--- src/rtl/pkt_filter_dispatch.sv ---
// Packet filter and dispatcher: decodes type/destination, drops disallowed or duplicate
// packets, pulses one processing-unit enable and holds busy until done or timeout.
module pkt_filter_dispatch #(
    parameter int                    WORD_WIDTH     = 16,
    parameter int                    SEQ_WIDTH      = 8,
    parameter int                    DUP_DEPTH      = 4,
    parameter int                    TIMEOUT        = 255,
    parameter logic [WORD_WIDTH-1:0] BCAST_ID       = '1,
    parameter int                    DROP_CNT_WIDTH = 8
) (
    input  logic                      clk,
    input  logic                      nrst,
    input  logic                      newpkt,
    input  logic [2:0]                fPktType,
    input  logic [WORD_WIDTH-1:0]     myNodeID,
    input  logic [WORD_WIDTH-1:0]     destinationID,
    input  logic [WORD_WIDTH-1:0]     sourceID,
    input  logic [SEQ_WIDTH-1:0]      pktSeq,
    input  logic [7:0]                type_en,
    input  logic                      unit_done,
    output logic                      en_QTU,
    output logic                      en_MNI,
    output logic                      en_KCH,
    output logic                      en_reward,
    output logic                      iAmDestination,
    output logic                      busy,
    output logic                      pkt_dropped,
    output logic                      timeout,
    output logic [DROP_CNT_WIDTH-1:0] drop_cnt
);

    localparam int PTR_W = (DUP_DEPTH > 1) ? $clog2(DUP_DEPTH) : 1;
    localparam int CNT_W = (TIMEOUT > 1) ? $clog2(TIMEOUT + 1) : 1;

    localparam logic [2:0] T_HB   = 3'd0;
    localparam logic [2:0] T_CHE  = 3'd1;
    localparam logic [2:0] T_INV  = 3'd2;
    localparam logic [2:0] T_MR   = 3'd3;
    localparam logic [2:0] T_CHT  = 3'd4;
    localparam logic [2:0] T_DATA = 3'd5;

    // Route vector bit order: {QTU, MNI, KCH, reward}
    localparam logic [3:0] R_QTU = 4'b1000;
    localparam logic [3:0] R_MNI = 4'b0100;
    localparam logic [3:0] R_KCH = 4'b0010;
    localparam logic [3:0] R_REW = 4'b0001;

    typedef enum logic [1:0] {
        ST_IDLE,
        ST_DISPATCH,
        ST_WAIT
    } state_t;

    state_t                      state_q, state_d;
    logic [CNT_W-1:0]            wait_cnt_q, wait_cnt_d;
    logic [3:0]                  en_q, en_d;
    logic                        iam_q, iam_d;
    logic                        dropped_q;
    logic [DROP_CNT_WIDTH-1:0]   drop_cnt_q, drop_cnt_d;
    logic                        timeout_hit;

    logic [WORD_WIDTH-1:0]       cache_src_q [DUP_DEPTH];
    logic [SEQ_WIDTH-1:0]        cache_seq_q [DUP_DEPTH];
    logic [DUP_DEPTH-1:0]        cache_vld_q;
    logic [PTR_W-1:0]            wr_ptr_q;
    logic [DUP_DEPTH-1:0]        hit_vec;

    logic                        addr_match;
    logic                        addr_bcast;
    logic [3:0]                  route;
    logic                        accept;
    logic                        drop;
    logic                        cache_wr;

    assign addr_match = (destinationID == myNodeID);
    assign addr_bcast = (destinationID == BCAST_ID);

    generate
        for (genvar gi = 0; gi < DUP_DEPTH; gi++) begin : g_dup_cmp
            assign hit_vec[gi] = cache_vld_q[gi]
                               && (cache_src_q[gi] == sourceID)
                               && (cache_seq_q[gi] == pktSeq);
        end
    endgenerate

    // An empty route means the packet has nowhere to go and is dropped.
    always_comb begin
        route = '0;
        case (fPktType)
            T_HB:    route = R_MNI | R_REW;
            T_CHE:   route = R_KCH;
            T_INV:   route = R_MNI;
            T_MR:    route = addr_match ? R_MNI : 4'b0000;
            T_CHT:   route = (addr_match || addr_bcast) ? R_MNI : 4'b0000;
            T_DATA:  route = (|hit_vec) ? 4'b0000 : (R_QTU | R_REW);
            default: route = '0;
        endcase
    end

    assign accept   = newpkt && (state_q == ST_IDLE) && type_en[fPktType] && (route != 4'b0000);
    assign drop     = newpkt && !accept;
    assign cache_wr = accept && (fPktType == T_DATA);

    always_comb begin
        state_d     = state_q;
        wait_cnt_d  = wait_cnt_q;
        en_d        = '0;
        iam_d       = iam_q;
        timeout_hit = 1'b0;
        case (state_q)
            ST_IDLE: begin
                if (accept) begin
                    state_d = ST_DISPATCH;
                    en_d    = route;
                    iam_d   = addr_match && !addr_bcast;
                end
            end
            ST_DISPATCH: begin
                if (unit_done) begin
                    state_d = ST_IDLE;
                    iam_d   = 1'b0;
                end else begin
                    state_d    = ST_WAIT;
                    wait_cnt_d = CNT_W'(1);
                end
            end
            ST_WAIT: begin
                if (unit_done) begin
                    state_d = ST_IDLE;
                    iam_d   = 1'b0;
                end else if (wait_cnt_q == CNT_W'(TIMEOUT)) begin
                    state_d     = ST_IDLE;
                    iam_d       = 1'b0;
                    timeout_hit = 1'b1;
                end else begin
                    wait_cnt_d = wait_cnt_q + CNT_W'(1);
                end
            end
            default: begin
                state_d = ST_IDLE;
                iam_d   = 1'b0;
            end
        endcase
    end

    always_comb begin
        drop_cnt_d = drop_cnt_q;
        if (drop && (drop_cnt_q != '1)) begin
            drop_cnt_d = drop_cnt_q + DROP_CNT_WIDTH'(1);
        end
    end

    always_ff @(posedge clk or negedge nrst) begin
        if (!nrst) begin
            state_q    <= ST_IDLE;
            wait_cnt_q <= '0;
            en_q       <= '0;
            iam_q      <= 1'b0;
            dropped_q  <= 1'b0;
            drop_cnt_q <= '0;
        end else begin
            state_q    <= state_d;
            wait_cnt_q <= wait_cnt_d;
            en_q       <= en_d;
            iam_q      <= iam_d;
            dropped_q  <= drop;
            drop_cnt_q <= drop_cnt_d;
        end
    end

    // Only the valid bits and pointer need reset; stale keys are masked by valid.
    always_ff @(posedge clk or negedge nrst) begin
        if (!nrst) begin
            cache_vld_q <= '0;
            wr_ptr_q    <= '0;
        end else if (cache_wr) begin
            cache_vld_q[wr_ptr_q] <= 1'b1;
            wr_ptr_q              <= wr_ptr_q + PTR_W'(1);
        end
    end

    always_ff @(posedge clk) begin
        if (cache_wr) begin
            cache_src_q[wr_ptr_q] <= sourceID;
            cache_seq_q[wr_ptr_q] <= pktSeq;
        end
    end

    assign en_QTU         = en_q[3];
    assign en_MNI         = en_q[2];
    assign en_KCH         = en_q[1];
    assign en_reward      = en_q[0];
    assign iAmDestination = iam_q;
    assign busy           = (state_q != ST_IDLE);
    assign pkt_dropped    = dropped_q;
    assign timeout        = timeout_hit;
    assign drop_cnt       = drop_cnt_q;

endmodule

--- config.mk ---
export PLATFORM = sky130hd
export DESIGN_NAME = pkt_filter_dispatch
export DESIGN_NICKNAME = d
export VERILOG_FILES = /design/src/rtl/pkt_filter_dispatch.sv
export SDC_FILE = /design/constraint.sdc
export NUM_CORES = 1
export LEC_CHECK = 0
export ABC_AREA = 1
export CORE_MARGIN = 5
export CORE_UTILIZATION = 59
export CTS_BUF_LIST = sky130_fd_sc_hd__clkbuf_4 sky130_fd_sc_hd__clkbuf_8
export DETAILED_ROUTE_END_ITERATION = 10
export DONT_BUFFER_PORTS = 1
export PLACE_DENSITY = 0.75
export SYNTH_ARGS = -nofsm -noshare
export SYNTH_HDL_FRONTEND = slang
export SYNTH_SLANG_ARGS = --single-unit
--- constraint.sdc ---
create_clock -name clk -period 4.9 [get_ports clk]
set_input_delay 0.49 -clock clk [delete_from_list [all_inputs] [get_ports clk]]
set_output_delay 0.49 -clock clk [all_outputs]
set_load 0.02 [all_outputs]
Yosys cells after proc, flatten, opt, wreduce, memory -nomap -nowiden

Memory sizes are Yosys's and may differ from the RTL's.
Cells that the tools add are included.

Register bits after elaboration: 30
Bits in latches: 0
Memory bits (writable): 96
Memory bits (read-only): 0
Output and inout port bits: 16
Logic and storage cells: 99
Memories kept: 2

Memories:

| name        | depth | bits a word | rd ports | clocked after Yosys merged registers in | write ports | line | RTL |
|---|---|---|---|---|---|---|---|
| cache_src_q | 4     | 16          | 4        | 0                                       | 1           | 62   | `logic [WORD_WIDTH-1:0] cache_src_q [DUP_DEPTH];` |
| cache_seq_q | 4     | 8           | 4        | 0                                       | 1           | 63   | `logic [SEQ_WIDTH-1:0] cache_seq_q [DUP_DEPTH];` |

Add/subtract/negate cells: 3
Multiply operators: 0
Divide/modulo/power cells: 0
Magnitude comparators: 3
Equal/unequal tests: 25
Shifts and indexed selects: 0
Muxes and demuxes: 29
Bitwise logic cells: 1
Reductions and logical operators: 28

Operator list:

| cell                   | number |
|---|---|
| $eq A16 B16 Y1         | 5 |
| $eq A8 B8 Y1           | 4 |
| $mux W8                | 3 |
| $pmux W4 S6            | 1 |
| $add A8 B1 Y8 const B  | 2 |
| $eq A16 B16 Y1 const B | 1 |
| $logic_and A1 B1 Y1    | 16 |
| $pmux W8 S2            | 1 |
| $mux W4                | 3 |
| $mux W1                | 11 |
| $ne A2 B2 Y1 const B   | 5 |
| $eq A8 B8 Y1 const B   | 1 |
| $mux W2                | 4 |
| $ne A8 B8 Y1 const B   | 1 |
| $eq A3 B2 Y1 const B   | 2 |
| $eq A3 B3 Y1 const B   | 2 |
| $mux W3                | 2 |
| $pmux W2 S3            | 1 |
| $lt A3 B4 Y1 const B   | 1 |
| $or A4 B4 Y4           | 1 |
| $reduce_and A4 Y1      | 1 |
| $reduce_bool A2 Y1     | 2 |
| $reduce_bool A4 Y1     | 1 |
| $reduce_or A4 Y1       | 1 |
| 16 further kinds       | 17 |

Depth between registers and ports, before layout

Gate-level depths: netlist of the first run.

Depth in word-level cells: 11
Mapped depth: 18
Mapped depth without buffers: 18

Worst setup path before layout of the first run

Ideal clock, no wire load.

Kind: input to register
From: input port sourceID[11]
To: memory cache_seq_q[0][0], enable pin
Arrival time: 2.555 ns
Required time: 4.495 ns
Slack: 1.941 ns
Cell stages on the path: 13
Buffers on the path: 0
Path through: inv_1 or2_0 o211ai_1 nor2_1 nand2_1 nor2_1 nor2_1 nand3_2 nand2_4 nand2_8 inv_4 nand2_8 nor2_1

Cells in the longest elaborated chain, start to end: 11

Ends and longest elaborated chain:

| item                              | line | RTL |
|---|---|---|
| from (decl)                       | 17   | `input logic [WORD_WIDTH-1:0] sourceID,` |
| $eq A16 B16 Y1                    | 81   | `&& (cache_src_q[gi] == sourceID)` |
| $logic_and A1 B1 Y1               | 81   |  |
| $logic_and A1 B1 Y1               | 82   | `&& (cache_seq_q[gi] == pktSeq);` |
| $reduce_or A4 Y1 (*)              | 95   | `T_DATA: route = (\|hit_vec) ? 4'b0000 : (R_QTU \| R_REW);` |
| $mux W4 (*)                       | 95   |  |
| $pmux W4 S6 (*)                   | 89   | `case (fPktType)` |
| $reduce_bool A4 Y1 (*)            | 100  | `assign accept = newpkt && (state_q == ST_IDLE) && type_en[fPktType] && (route != 4'b0000);` |
| $logic_and A1 B1 Y1 (*)           | 100  |  |
| $logic_and A1 B1 Y1 (*)           | 102  | `assign cache_wr = accept && (fPktType == T_DATA);` |
| $mux W1 (*)                       | 183  | `if (cache_wr) begin` |
| $mux W1 (not written as such) (*) | 185  | `cache_seq_q[wr_ptr_q] <= pktSeq;` |
| to (decl)                         | 63   |  |

Every way passes the cells marked *; elsewhere a longest branch is shown, timed or not.

==> impl_metrics.ini, run 1 <==
[cts]
cts_tree = yes
clockRootBuffer = clkbuf_8
h-tree-depth = 4
clk_latency_ps = 440
clock-sinks = 126
cts_buffers = 17
post_cts_buffers = 0
clkTransAtPathRegs_ps = 70
clk_path_buf_depth = 2

[power_and_ir_drop]
powerDensity_nw_per_um2 = 360
p_leak_nw = 3.43
ir_worst_vdd_v = 0.000390

[synthesis]
ys.warnings.count = 0
ys_seq_area_share_pct = 55.6
ys_seq_elements = 126
synth_most_common_cell = nand2_1
synth_cell_type_count = 32
ys.flop_type = edfxtp_1
syn_area_per_cell_um2 = 8.33
syn_inst = 785
yosysTopAreaCell = edfxtp_1
synth_top_area_share_pct = 44.1
synthArstFlopShare_pct = 23.8
synth_area_leaders = edfxtp_1 44%, nand2_1 16%, dfrtp_1 11%
synth_nets = 862
synth-edff-count = 96
syn_area_um2 = 6540
yosys-top-cells-count = 274 x nand2_1, 136 x inv_1, 96 x edfxtp_1, 92 x nor2_1, 30 x dfrtp_1

[flow_run]
cap_violations = 0

[status]
outcome = completed

[timing]
tightest_slew_ps = 792
fmax_ghz = 0.335
fin_skew_ps = 11.8
rsz0062_at_grt = false
fin_crit_ps = 2990
max_slew_margin_pct = 47.0
finalSetupViolations = 0
post-route-period-util_pct = 60.9
hold_viol = 0
final-max-slew-violation-count = 0
timing.hold.ws_ps = 114
tns_ps = 0

[drt]
detail_route.wl_per_cell_um = 15.3
vias = 4903
finalWirelength_mm = 14.7
dr.first_iter.drc_count = 360
ant_nets = 0
drc = 0
drt_pass1_iterations = 5
via_per_inst = 5.10

[floorplan]
io_pins = 87
die_h_um = 115
initial_core_util_pct = 60.3
die-area_um2 = 13300
coreArea_um2 = 10800
die_w_um = 115
rows = 38

[global_routing]
grt_max_degree = 31
first_global_vias = 5001
antenna_found_initial = 0
grt_pass1_wl_mm = 24.0
gr-total-overflow = 0
grt_usage_pct = 23.8

[critical_path]
critPathMaxFanout = 13
cp-start-kind = flop
end_kind = flop
path_class = flop to flop
critical_path_required_ps = 5030
crit_arrival_ps = 3110

[finish]
drive_above_1_share_pct = 8.39
n_antenna_cell = 0
instances_no_fill = 962
syn2layout_area_growth_pct = 10.5
final_nets = 886
finish.instance_area_um2 = 7220
fin_util_pct = 66.6

[place]
dp_cells = 928
gp_congestion = 0.907
hpwl_mm = 10.7
placed_cell_area_um2 = 6740
port_buffers = 0

[worst_hold_path]
hold_class = input pin to flop
==> through the flow <==
step / total power [mW] / setup slack (ps)
after floorplan: 1.53 / 1940
after global placement: 1.59 / 1830
after detailed placement: 1.60 / 1800
after CTS: 2.62 / 1890
after global routing: 2.72 / 1710
final: 2.60 / 1910
==> critical path, cell delays in order (launching register included) <==
cell and delay, ps:
edfxtp_1 390, o21ai_0 410, nor2_1 80, nand2_1 80
nor2_1 40, nand2_1 60, nor2_1 40, nor2_1 150
nand3_2 150, nand2_4 130, nand2_8 80, inv_4 80
nand2_8 80, nor2_2 530, buf_4 350
==> layout make-up <==
cell class / instances / area (um2)
multi-input cells: 504 / 2330
clock buffers: 25 / 319
flip-flops and latches: 126 / 3630
repair buffers: 5 / 52.6
fillers: 840 / 3620
clock inverters: 7 / 134
well taps: 140 / 175
inverters: 155 / 584
==> layer usage <==
layer	global-route usage, %	part of all wire [%]	vias up
li1	-	-	2487
met4	8.61	3.0	0
met1	29.5	42	2204
met2	37.8	46	174
met5	0	0	-
met3	9.42	8.9	38
==> power breakdown <==
| group | switching (mW) | total (mW) | internal [mW] |
|---|---|---|---|
| combinational | 0.162 | 0.266 | 0.104 |
| sequential | 0.104 | 1.32 | 1.21 |
| clock | 0.392 | 1.02 | 0.629 |
==> registers in the layout, summed over array words and instances (netlist names) <==
signal,count
cache_seq_q,32
cache_src_q,64
cache_vld_q,4
drop_cnt,8
en_q,4
iAmDestination,1
pkt_dropped,1
state_q,2
wait_cnt_q,8
wr_ptr_q,2
==> worst paths after layout <==
path | endpoint | cells past startpoint | startpoint | slack [ps]
worst max register to register | cache_src_q[2][12] | 14 | cache_src_q[1][0] | 1910
min in group asynchronous | wait_cnt_q[5] | 2 | nrst | 500
worst min-delay path | en_q[1] | 1 | fPktType[2] | 110
worst min register to register | cache_vld_q[3] | 1 | cache_vld_q[3] | 480
worst max-delay path | cache_src_q[2][12] | 14 | cache_src_q[1][0] | 1910
max in group asynchronous | drop_cnt[7] | 2 | nrst | 4230
==> layout by cell type (no fill, tap or decap), drive strengths merged <==
cell	Yosys	layout
and2	1	1
o211ai	1	1
xnor2	17	17
nor4	1	1
nand3	28	28
xor2	7	7
clkinv	0	3
mux2	1	1
buf	0	4
o21ai	22	22
nor3	7	7
a21oi	11	11
or2	12	12
bufinv	0	4
o211a	1	1
o22ai	2	2
inv	155	155
ha	6	6
dfrtp	30	30
a31oi	2	2
nor2	94	94
clkbuf	0	25
nand2	277	277
edfxtp	96	96
nand4	14	14
dlygate4sd3	0	1
==> kinds of logic after synthesis <==
| family | count (synthesis) | synth area share, % |
|---|---|---|
| adders and majority gates | 6 | 1.15 |
| DFF | 126 | 55.6 |
| and+or+nand+nor | 434 | 27.6 |
| AOI/OAI and AO/OA | 39 | 3.35 |
| xor gates and xnor gates | 24 | 3.22 |
| buffers and inverters | 155 | 8.94 |
| muxes | 1 | 0.172 |
==> what timing repair did <==
action                                  in CTS  in global routing
gates resized for setup                      0                  0
hold endpoints to repair                    30                  0
endpoints found under the setup margin       0                  0
hold buffers                                 2                  0
Note: power is estimated with default switching activity, not from simulation.
==> run 2: changes to the inputs <==
==> constraint.sdc (replaced) <==
create_clock -name clk -period 2.9 [get_ports clk]
set_input_delay 0.29 -clock clk [delete_from_list [all_inputs] [get_ports clk]]
set_output_delay 0.29 -clock clk [all_outputs]
set_load 0.02 [all_outputs]
==> run 2 against run 1 <==
Compared with the run above: maximum frequency is 23% higher; cell area is 2.2% higher; setup slack worse by 1400 ps; via count is 4.4% higher; sequential share of layout area is 1.1 points lower; clock power is 31% higher; count of clock-buffer cells in the layout is 8 lower; sequential power is 68% higher; non-clock buffer count is 27 higher; routed wire length is 5.7% higher; first-iteration DRC count is 26% higher; global-route usage is 1.2 points higher; largest cell class unchanged.
==> impl_metrics.ini, run 2 (synthesis results as in run 1) <==
[finish]
reg_top3 = cache_src_q x64, cache_seq_q x32
finish.instance_area_um2 = 7380
drive_above_1_share_pct = 8.48
largest_register_ffs = 64
final_nets = 913
fin_util_pct = 68.1
instances_no_fill = 989
fillers = 886
mostFrequentLayoutCells = 274 x nand2_1, 136 x inv_1, 96 x edfxtp_1
n_antenna_cell = 0
syn2layout_area_growth_pct = 12.9
final_common_cell = nand2_1
largest-register = cache_src_q

[cts]
clkTransAtPathRegs_ps = 70
clockRootBuffer = clkbuf_8
h-tree-depth = 4
cts_buffers = 17
cts_tree = yes
clock-sinks = 126
post_cts_buffers = 0
clk_path_buf_depth = 2
clk_latency_ps = 430

[drt]
drc = 0
detail_route.wl_per_cell_um = 15.7
ant_nets = 0
vias = 5120
drt_pass1_iterations = 5
via_per_inst = 5.18
finalWirelength_mm = 15.5
dr.first_iter.drc_count = 454

[global_routing]
grt_max_degree = 31
grt_usage_pct = 24.9
grt_pass1_wl_mm = 25.3
first_global_vias = 5202
gr-total-overflow = 0
antenna_found_initial = 0

[timing]
fin_skew_ps = 16.9
post-route-period-util_pct = 83.6
tightest_slew_ps = 625
fin_crit_ps = 2420
hold_viol = 0
rsz0062_at_grt = false
final-max-slew-violation-count = 0
timing.hold.ws_ps = 62.0
fmax_ghz = 0.413
fin_ws_ps = 477
tns_ps = 0
max_slew_margin_pct = 58.0
finalSetupViolations = 0

[critical_path]
crit_arrival_ps = 2510
path_class = flop to flop
end_kind = flop
critPathMaxFanout = 24
critical_path_required_ps = 2990
cp-start-kind = flop
reg2reg_depth = 14

[power_and_ir_drop]
finalPower_mw = 4.07
powerDensity_nw_per_um2 = 551
ir_worst_vdd_v = 0.000611
p_leak_nw = 3.49

[floorplan]
io_pins = 87
die_h_um = 115
initial_core_util_pct = 60.3
coreArea_um2 = 10800
die-area_um2 = 13300
rows = 38
die_w_um = 115

[place]
port_buffers = 0
gp_congestion = 0.881
placed_cell_area_um2 = 6760
dp_cells = 930
pre_cts_slack_ps = 447
hpwl_mm = 10.9

[worst_hold_path]
hold_depth = 2
hold_class = input pin to flop

[flow_run]
cap_violations = 0

[status]
outcome = completed
-- run 2: changes by cell type in the layout (fill, tap and decap cells not counted), moves of 2 or more --
cell           previous run  this run
clkinv_4                  0         4
dlygate4sd3_1             1        26
clkbuf_4                  4         0
inv_6                     0         3
buf_4                     3         5
bufinv_16                 4         0
clkbuf_8                 21        17
inv_4                     1         6
-- run 2: cell type report --
type	count	area, um2	share of cell area, %
multi-input combinational	504	2330	31.5
clock buffer	17	234	3.17
timing repair buffer	32	318	4.31
clock inverter	15	110	1.49
sequential	126	3630	49.2
inverter	155	584	7.92
tap	140	175	2.37
-- run 2: routing by layer --
metal	part of all wire [%]	GRT usage [%]
met1	39	30.5
met2	49	42.4
met3	9.3	8.05
met4	1.8	7.36
met5	0	0
-- run 2: worst paths after layout --
| kind | startpoint | endpoint | slack (ps) |
|---|---|---|---|
| setup / recovery | cache_src_q[1][0] | cache_seq_q[1][3] | 480 |
| hold / removal | fPktType[0] | en_q[1] | 60 |
| setup reg to reg | cache_src_q[1][0] | cache_seq_q[1][3] | 480 |
| hold reg to reg | wait_cnt_q[7] | wait_cnt_q[7] | 470 |
| max in group asynchronous | nrst | cache_vld_q[0] | 2400 |
| min in group asynchronous | nrst | wait_cnt_q[2] | 330 |
-- run 2: what timing repair did --
item | CTS | global route
gates resized for setup | 0 | 0
hold endpoints to repair | 127 | 0
hold buffers | 27 | 0
-- run 2: critical path, stage by stage, from the launching register on --
cell      delay, ps
edfxtp_1        390
o21ai_0         310
nor2_1           80
nand2_1          70
nor2_1           40
nand2_1          70
nor2_1           40
nor2_1          110
nand3_2         140
nand2_4         140
nand2_8          80
inv_4            80
nand2_8          80
nor2_2           90
buf_4           350
-- run 2: where the power goes --
group / leakage, nW / internal [mW] / switching [mW]
clock: 0.183 / 0.600 / 0.740
sequential: 1.23 / 2.05 / 0.179
combinational: 2.08 / 0.200 / 0.301
total: 3.49 / 2.85 / 1.22
==> run 3: changes to the inputs <==
==> constraint.sdc (replaced) <==
create_clock -name clk -period 2.3 [get_ports clk]
set_input_delay 0.23 -clock clk [delete_from_list [all_inputs] [get_ports clk]]
set_output_delay 0.23 -clock clk [all_outputs]
set_load 0.02 [all_outputs]
==> run 3 against run 2 <==
Compared with the run above: the flow now finishes with violations (negative setup slack); critical path depth stayed put; combinational power up 34%; via count is 2.7% higher; final cell count is 1.9% higher; power increased by 31%; count of clock-buffer cells in the layout rose by 8; non-clock buffer count is 19 higher; sequential cell count did not move; utilization rose by 3.0 points; critical endpoint is now cache_src_q[3][10]; largest cell class unchanged.
==> impl_metrics.ini, run 3 (synthesis results as in run 1) <==
[status]
violations = negative setup slack
outcome = finished, violations left

[power_and_ir_drop]
p_leak_nw = 3.63
powerDensity_nw_per_um2 = 691
finalPower_mw = 5.32
ir_worst_vdd_v = 0.000692

[global_routing]
grt_usage_pct = 25.9
first_global_vias = 5408
antenna_found_initial = 0
grt_max_degree = 31
gr-total-overflow = 0
grt_pass1_wl_mm = 26.1

[finish]
fin_util_pct = 71.1
n_antenna_cell = 0
largest_register_ffs = 64
mostFrequentLayoutCells = 274 x nand2_1, 136 x inv_1, 96 x edfxtp_1
final_nets = 932
drive_above_1_share_pct = 10.5
largest-register = cache_src_q
final_common_cell = nand2_1
reg_top3 = cache_src_q x64, cache_seq_q x32
syn2layout_area_growth_pct = 17.9

[floorplan]
die-area_um2 = 13300
die_w_um = 115
io_pins = 87
die_h_um = 115
initial_core_util_pct = 60.3
rows = 38
coreArea_um2 = 10800

[drt]
dr.first_iter.drc_count = 447
wl_met1_mm = 6.44
vias = 5258
top_layer_used = met4
detail_route.wl_per_cell_um = 16.3
drt_pass1_iterations = 4
met2WireLength_mm = 7.96
dr_wl_met3_mm = 1.63
via_per_inst = 5.22
finalWirelength_mm = 16.4
ant_nets = 0
drc = 0

[critical_path]
critical_path_required_ps = 2450
path_class = flop to flop
path_buf_inv = 2
cpMaxStageDelayCell = edfxtp_1
crit_arrival_ps = 2490
critPathMaxFanout = 7
end_kind = flop
cpPeakStageDelay_ps = 410
cp_top_family = simple AND/OR/NAND/NOR gates
cp_cell_sequence = o21ai_1 > nor2_1 > nand2_1 > nor2_1 > nand2_1 > nor2_1 > nor2_1 > nand3_2 > nand2_4 > nand2_8 > inv_8 > nand2_8 > nor2_4 > clkbuf_16
cp-start-kind = flop
cpMostUsedCell = nor2_1

[worst_hold_path]
hold_class = input pin to flop

[timing]
fin_ws_ps = -37.0
finalSetupViolations = 7
fmax_ghz = 0.428
post-route-period-util_pct = 102
rsz0062_at_grt = true
fin_skew_ps = 11.7
final-max-slew-violation-count = 0
timing.hold.ws_ps = 45.4
tightest_slew_ps = 377
max_slew_margin_pct = 74.7
fin_crit_ps = 2340
hold_viol = 0

[place]
hpwl_mm = 11.0
port_buffers = 0
pre_cts_slack_ps = 5.71
gp_congestion = 0.871

[cts]
clk_latency_ps = 440
clockRootBuffer = clkbuf_8
clock-sinks = 126
cts_tree = yes
clkTransAtPathRegs_ps = 70
clk_path_buf_depth = 2
cts_buffers = 17
h-tree-depth = 4

[flow_run]
cap_violations = 0
[run 3: changes by cell type in the layout (fill, tap and decap cells not counted), moves of 3 or more]
| cell | previous run | this run |
|---|---|---|
| clkbuf_4 | 0 | 3 |
| buf_12 | 1 | 5 |
| o21ai_0 | 16 | 12 |
| inv_4 | 6 | 0 |
| clkinv_2 | 2 | 5 |
| clkbuf_8 | 17 | 22 |
| buf_4 | 5 | 11 |
| dlygate4sd3_1 | 26 | 30 |
| inv_6 | 3 | 0 |
| clkinv_4 | 4 | 0 |
| o21ai_1 | 6 | 9 |
[run 3: final timing paths]
path	from	to	slack, ps	cells past startpoint
max	cache_seq_q[1][7]	cache_src_q[3][10]	-40	14
min	newpkt	drop_cnt[4]	50	3
min in group asynchronous	nrst	wait_cnt_q[5]	230	2
max reg2reg	cache_seq_q[1][7]	cache_src_q[3][10]	-40	14
min reg2reg	cache_vld_q[1]	cache_vld_q[1]	480	2
max in group asynchronous	nrst	drop_cnt[5]	1900	2
[run 3: through the flow]
stage | instances | cell area, um2 | TNS [ps]
floorplan | 785 | 6540 | -6260
global route | 1008 | 7710 | -8870
detailed placement | 933 | 6830 | 0
finish | 1008 | 7710 | -227
global placement | 933 | 6830 | 0
CTS | 996 | 7530 | 0
[run 3: worst reg2reg max path: stages (launching register included)]
cell	delay [ps]
edfxtp_1	410
o21ai_1	220
nor2_1	60
nand2_1	60
nor2_1	50
nand2_1	60
nor2_1	40
nor2_1	130
nand3_2	160
nand2_4	140
nand2_8	80
inv_8	80
nand2_8	70
nor2_4	260
clkbuf_16	220
[run 3: metal layers]
layer  global-route usage (%)  vias to the layer above
li1                         -                     2585
met1                     32.0                     2419
met2                     43.1                      218
met3                     9.42                       36
met4                     7.51                        0
met5                        0                        -
[run 3: layout make-up]
type / instances / area (um2)
fill: 815 / 3130
inverter: 155 / 589
multi-input combinational: 504 / 2360
timing repair buffer: 51 / 568
clock buffer: 25 / 325
sequential: 126 / 3630
tap: 140 / 175
clock inverter: 7 / 58.8
[run 3: where the power goes]
group          internal [mW]  total (mW)  switching, mW
clock network           1.02        1.85          0.824
logic                  0.272       0.670          0.398
registers               2.58        2.81          0.227
[run 3: what timing repair did]
action | in CTS | in global routing
endpoints found under the setup margin | 93 | 98
resized for setup | 1 | 13
hold buffers | 31 | 1
pin swaps | 0 | 10
hold endpoints to repair | 131 | 1
cloned | 0 | 3
setup buffers | 0 | 9
